[config.mk]
export PLATFORM = sky130hd
export DESIGN_NAME = life_frame_reader
export DESIGN_NICKNAME = d
export VERILOG_FILES = /design/src/rtl/life_frame_reader.sv
export SDC_FILE = /design/constraint.sdc
export NUM_CORES = 1
export LEC_CHECK = 0
export ABC_AREA = 0
export BUFFER_PORTS_ARGS = -buffer_cell sky130_fd_sc_hd__buf_2
export CORE_ASPECT_RATIO = 1.5
export CORE_MARGIN = 2
export CORE_UTILIZATION = 55
export CTS_BUF_LIST = sky130_fd_sc_hd__clkbuf_8
export DETAILED_ROUTE_END_ITERATION = 10
export GPL_TIMING_DRIVEN = 1
export HOLD_SLACK_MARGIN = 0.06
export PLACE_DENSITY = 0.83
export SETUP_SLACK_MARGIN = 0.5
export SLEW_MARGIN = 20
export SYNTH_ARGS = -nofsm -noshare
export SYNTH_HDL_FRONTEND = slang
export SYNTH_SLANG_ARGS = --single-unit
[constraint.sdc]
create_clock -name clk -period 3.7 [get_ports clk]
set_input_delay 0.555 -clock clk [delete_from_list [all_inputs] [get_ports clk]]
set_output_delay 0.555 -clock clk [all_outputs]
set_load 0.01 [all_outputs]
[src/rtl/life_frame_reader.sv]
// life_frame_reader
//   Read-side companion to the life array. On a start request in IDLE it
//   snapshots the current generation, records its population count and whether
//   it equals the previous generation, then streams the snapshot out one row
//   per valid/ready transfer. A one-cycle done pulse follows the last row.
//
// Ports
//   clk         system clock, all state on the rising edge
//   reset       asynchronous, active-high reset
//   alive       current generation, bit COLS*i+j = row i, col j
//   alive_prev  previous generation, same bit mapping
//   start       frame read request, honoured only in IDLE
//   busy        high while a frame is in SEND or DONE
//   out_valid   out_data/out_row/out_last carry a row
//   out_ready   sink accepts a row when out_valid & out_ready
//   out_data    row word, out_data[j] = snapshot[COLS*row+j]
//   out_row     index of the row on out_data
//   out_last    marks the final row of the frame
//   pop_count   number of live cells in the snapshot
//   stable      snapshot alive equals snapshot alive_prev
//   done        one-cycle pulse after the last row is accepted
module life_frame_reader #(
    parameter int ROWS = 4,
    parameter int COLS = 4,
    parameter int RW   = 2,
    parameter int PW   = 5
) (
    input  logic                 clk,
    input  logic                 reset,
    input  logic [ROWS*COLS-1:0] alive,
    input  logic [ROWS*COLS-1:0] alive_prev,
    input  logic                 start,
    output logic                 busy,
    output logic                 out_valid,
    input  logic                 out_ready,
    output logic [COLS-1:0]      out_data,
    output logic [RW-1:0]        out_row,
    output logic                 out_last,
    output logic [PW-1:0]        pop_count,
    output logic                 stable,
    output logic                 done
);

    typedef enum logic [1:0] {
        IDLE,
        SEND,
        DONE
    } state_t;

    localparam logic [RW-1:0] LAST_ROW = RW'(ROWS - 1);

    state_t               state;
    logic [ROWS*COLS-1:0] snap_alive;
    logic [RW-1:0]        next_row;

    assign next_row = out_row + 1'b1;

    function automatic logic [PW-1:0] popcount(input logic [ROWS*COLS-1:0] v);
        logic [PW-1:0] c;
        c = '0;
        for (int i = 0; i < ROWS * COLS; i++) begin
            c = c + PW'(v[i]);
        end
        return c;
    endfunction

    // Single frame FSM. out_row doubles as the row counter, and every output
    // is registered so the sink sees a word that only changes on an accepted
    // transfer. The next row word is fetched from the snapshot at the moment
    // the current one is accepted, so live array changes never reach the
    // frame in flight.
    always_ff @(posedge clk or posedge reset) begin
        if (reset) begin
            state      <= IDLE;
            snap_alive <= '0;
            busy       <= 1'b0;
            out_valid  <= 1'b0;
            out_data   <= '0;
            out_row    <= '0;
            out_last   <= 1'b0;
            pop_count  <= '0;
            stable     <= 1'b0;
            done       <= 1'b0;
        end else begin
            case (state)
                IDLE: begin
                    done <= 1'b0;
                    if (start) begin
                        snap_alive <= alive;
                        pop_count  <= popcount(alive);
                        stable     <= (alive == alive_prev);
                        out_row    <= '0;
                        out_data   <= alive[COLS-1:0];
                        out_last   <= (ROWS == 1);
                        out_valid  <= 1'b1;
                        busy       <= 1'b1;
                        state      <= SEND;
                    end
                end
                SEND: begin
                    if (out_ready) begin
                        if (out_row == LAST_ROW) begin
                            out_valid <= 1'b0;
                            out_last  <= 1'b0;
                            done      <= 1'b1;
                            state     <= DONE;
                        end else begin
                            out_row  <= next_row;
                            out_data <= snap_alive[int'(next_row)*COLS +: COLS];
                            out_last <= (next_row == LAST_ROW);
                        end
                    end
                end
                DONE: begin
                    done  <= 1'b0;
                    busy  <= 1'b0;
                    state <= IDLE;
                end
                default: begin
                    state <= IDLE;
                end
            endcase
        end
    end

endmodule
==> results by group <==
Outcome
  • Run status: finished, final reports clean

STA
  • Final setup fails: 0
  • Period utilisation layout: 0.9496
  • Final Max Tran Viols: 0
  • Slew headroom: 0.5500
  • Worst Tran Pin Value: 0.6750 ns
  • Final hold vios: 0
  • Layout Skew: 0.005499 ns
  • Fmax: 284.6 MHz
  • Unrepaired setup endpoints after global routing: yes
  • Setup tns final: 0 ns
  • Minimum clock period: 3.513 ns

Critical path
  • Crit end category: flip-flop
  • Critical path type: in -> reg
  • Crit path max fanout: 2
  • CP Launch Type: input pin
  • Critical Path AT: 3.69 ns
  • Critical Path RT: 3.88 ns

Yosys
  • Ys async rst share: 1.000
  • Yosys warnings: 0
  • Seq cells post-synth: 34
  • Yosys cell types: 29
  • Post-Syn Instances: 201
  • Net Count, Synth: 254
  • Post-synth EDFFs: 0
  • Synth top area share: 0.4216
  • Dominant cell by count in the synthesized netlist: nand2_1
  • Dominant synthesized flop cell: dfrtp_1
  • Ranking of synthesized cells by area: dfrtp_1 (42%), fa_1 (9.9%), xor2_1 (7.4%), nand2_1 (7.1%), inv_1 (5.2%)
  • Avg Cell Area, Syn: 10.04 um^2
  • Sequential area share after synthesis: 0.4216
  • Area of the mapped netlist: 2018 um^2
  • Area leader, netlist: dfrtp_1
  • Most frequent cells after synthesis: nand2_1 (38), dfrtp_1 (34), inv_1 (28)

Clock tree
  • Cts hold-fix bufs: 0
  • Worst-Skew Late Latency: 0.29 ns
  • Longest Clk Path Bufs: 2
  • Clk slew on worst S/H paths: 0.07 ns
  • H-tree Lvls: 2
  • Root Driver: clkbuf_8
  • TritonCTS clock tree: done
  • Num CTS Buffers: 5
  • CTS Sinks: 34

Place
  • # port buffers: 51
  • Gp weighted congestion: 0.8037
  • Placed inst area: 2341 um^2
  • DPL Wire Length: 3426 um

Layout
  • Synth-to-layout area growth: 29.20%
  • NumNets Final: 320
  • Cell area after layout: 2608 um^2
  • Share of layout cells above drive strength 1: 0.3694
  • # diodes: 0
  • Utilization after layout: 0.7282

GRT
  • Largest net degree at the start of global routing: 42
  • Vias in the first global route: 1714
  • First-pass GRT wire length: 7590 um
  • Total GRT Usage: 0.2545
  • Grt ovf: 0
  • Initial antenna violation count: 0

Route
  • Drt wl/cell: 15.20 um
  • DRT iter0 DRCs: 27
  • Drt pass-1 iters: 4
  • # DRC: 0
  • Via count: 1648
  • Routed vias/inst: 5.299
  • Detail Route Antenna Nets: 0
  • Drt total wl: 4727 um

Worst hold path
  • Hold Crit Class: in -> async

Die
  • Row Count: 27
  • Die Wd: 53.46 um
  • Placeable Area: 3581 um^2
  • # IOs: 52
  • Die span in y: 78.19 um
  • Die area: 4180 um^2
  • Starting Density: 0.5636

Power and ir drop
  • PwrDens: 689.5 nW/um^2
  • VDD IR-drop max: 0.4105 mV
  • LEAKAGE: 0.001377 uW

Flow run
  • Max_cap viols: 0
## layout by cell type (no fill, tap or decap), types with 2 or more instances in the layout
cell type  count
dfrtp_1       34
buf_6          7
o21ai_0       19
buf_4         16
nor2_1         3
inv_2          7
buf_2         42
nand2_1       38
a21oi_1        3
clkinv_2       2
ha_1           6
buf_8          3
o22ai_1        4
clkbuf_8       5
o41ai_1        2
inv_1         16
nor4_1         4
xor2_1        17
a21o_1         3
fa_2           3
o21ai_1        4
inv_4          4
mux4_2         4
fa_1           7
## path summary, 6_finish.rpt
check                                              start                        end  slack [ns]  cells past startpoint
worst min register to register  pop_count[0]$_DFFE_PP0P_   pop_count[0]$_DFFE_PP0P_        0.47                      2
min in group clk                pop_count[0]$_DFFE_PP0P_   pop_count[0]$_DFFE_PP0P_        0.47                      2
worst max register to register    out_row[0]$_DFFE_PP0P_    out_data[2]$_DFFE_PP0P_        1.78                      5
max in group asynchronous                          reset  snap_alive[1]$_DFFE_PP0P_        3.04                      3
worst max-delay path                           alive[15]   pop_count[4]$_DFFE_PP0P_        0.19                     12
worst min-delay path                               reset           busy$_DFFE_PP0P_        0.35                      3
## through the flow
step	total power (uW)	std cells	setup slack (ns)	hold slack [ns]
6_report	1798	311	0.1866	0.3484
4_1_cts	1792	309	0.1809	0.3575
3_5_place_dp	1392	295	-0.1879	0.4576
5_1_grt	1941	311	0.09479	0.3759
2_1_floorplan	1183	201	0.2129	0.4393
3_3_place_gp	1354	295	-0.08487	0.4571
## repair_timing
action / 4_1_cts / 5_1_grt
gates cloned: 0 / 0
pin swaps: 8 / 3
endpoints found under the setup margin: 4 / 4
buffers inserted: 6 / 2
resized for setup: 29 / 4
## power by group
part | internal [uW] | leakage, uW | switching, uW | total, uW
Combinational | 405 | 0.000896 | 420 | 825
Sequential | 529 | 0.000423 | 108 | 638
Clock | 198 | 0.0000579 | 137 | 335
Total | 1130 | 0.00138 | 666 | 1800
## critical path: stages
cell and delay (ns):
buf_8 0.08, inv_4 0.03, fa_1 0.53, fa_1 0.54, fa_2 0.47, fa_1 0.53
inv_2 0.05, ha_4 0.16, fa_2 0.35, a21oi_1 0.14, nor2_1 0.05, a22o_1 0.20
## logic make-up after synthesis
logic type / Yosys count / share of synthesized area
AND/OR/NAND/NOR: 51 / 0.1116
AO/OA/AOI/OAI: 39 / 0.1104
buffers and inverters: 37 / 0.08617
flip-flops: 34 / 0.4216
XOR/XNOR: 18 / 0.07811
adder cells (fa/ha/maj): 17 / 0.1426
multiplexers: 5 / 0.04960
## registers in the layout, summed over array words and instances, names as in the netlist
signal,count
state,2
done,1
pop_count,5
out_row,2
out_last,1
stable,1
out_valid,1
snap_alive,16
out_data,4
busy,1
## cell type report
| type | instances | area, um^2 |
|---|---|---|
| Sequential cell | 34 | 850.8 |
| Clock inverter | 3 | 40.04 |
| Inverter | 28 | 122.6 |
| Fill cell | 266 | 973.4 |
| Multi-Input combinational cell | 130 | 1017 |
| Clock buffer | 5 | 68.82 |
| Timing Repair Buffer | 68 | 454.2 |
| Tap cell | 43 | 53.80 |
## routing by layer
metal / wire, um / part of all wire / up-vias / track usage
li1: - / - / 783 / -
met1: 1746 / 0.37 / 806 / 0.2727
met2: 2646 / 0.56 / 46 / 0.4593
met3: 183 / 0.039 / 13 / 0.03992
met4: 151 / 0.032 / 0 / 0.1256
met5: 0 / 0 / - / 0
Power figures use the tool's default switching activity.
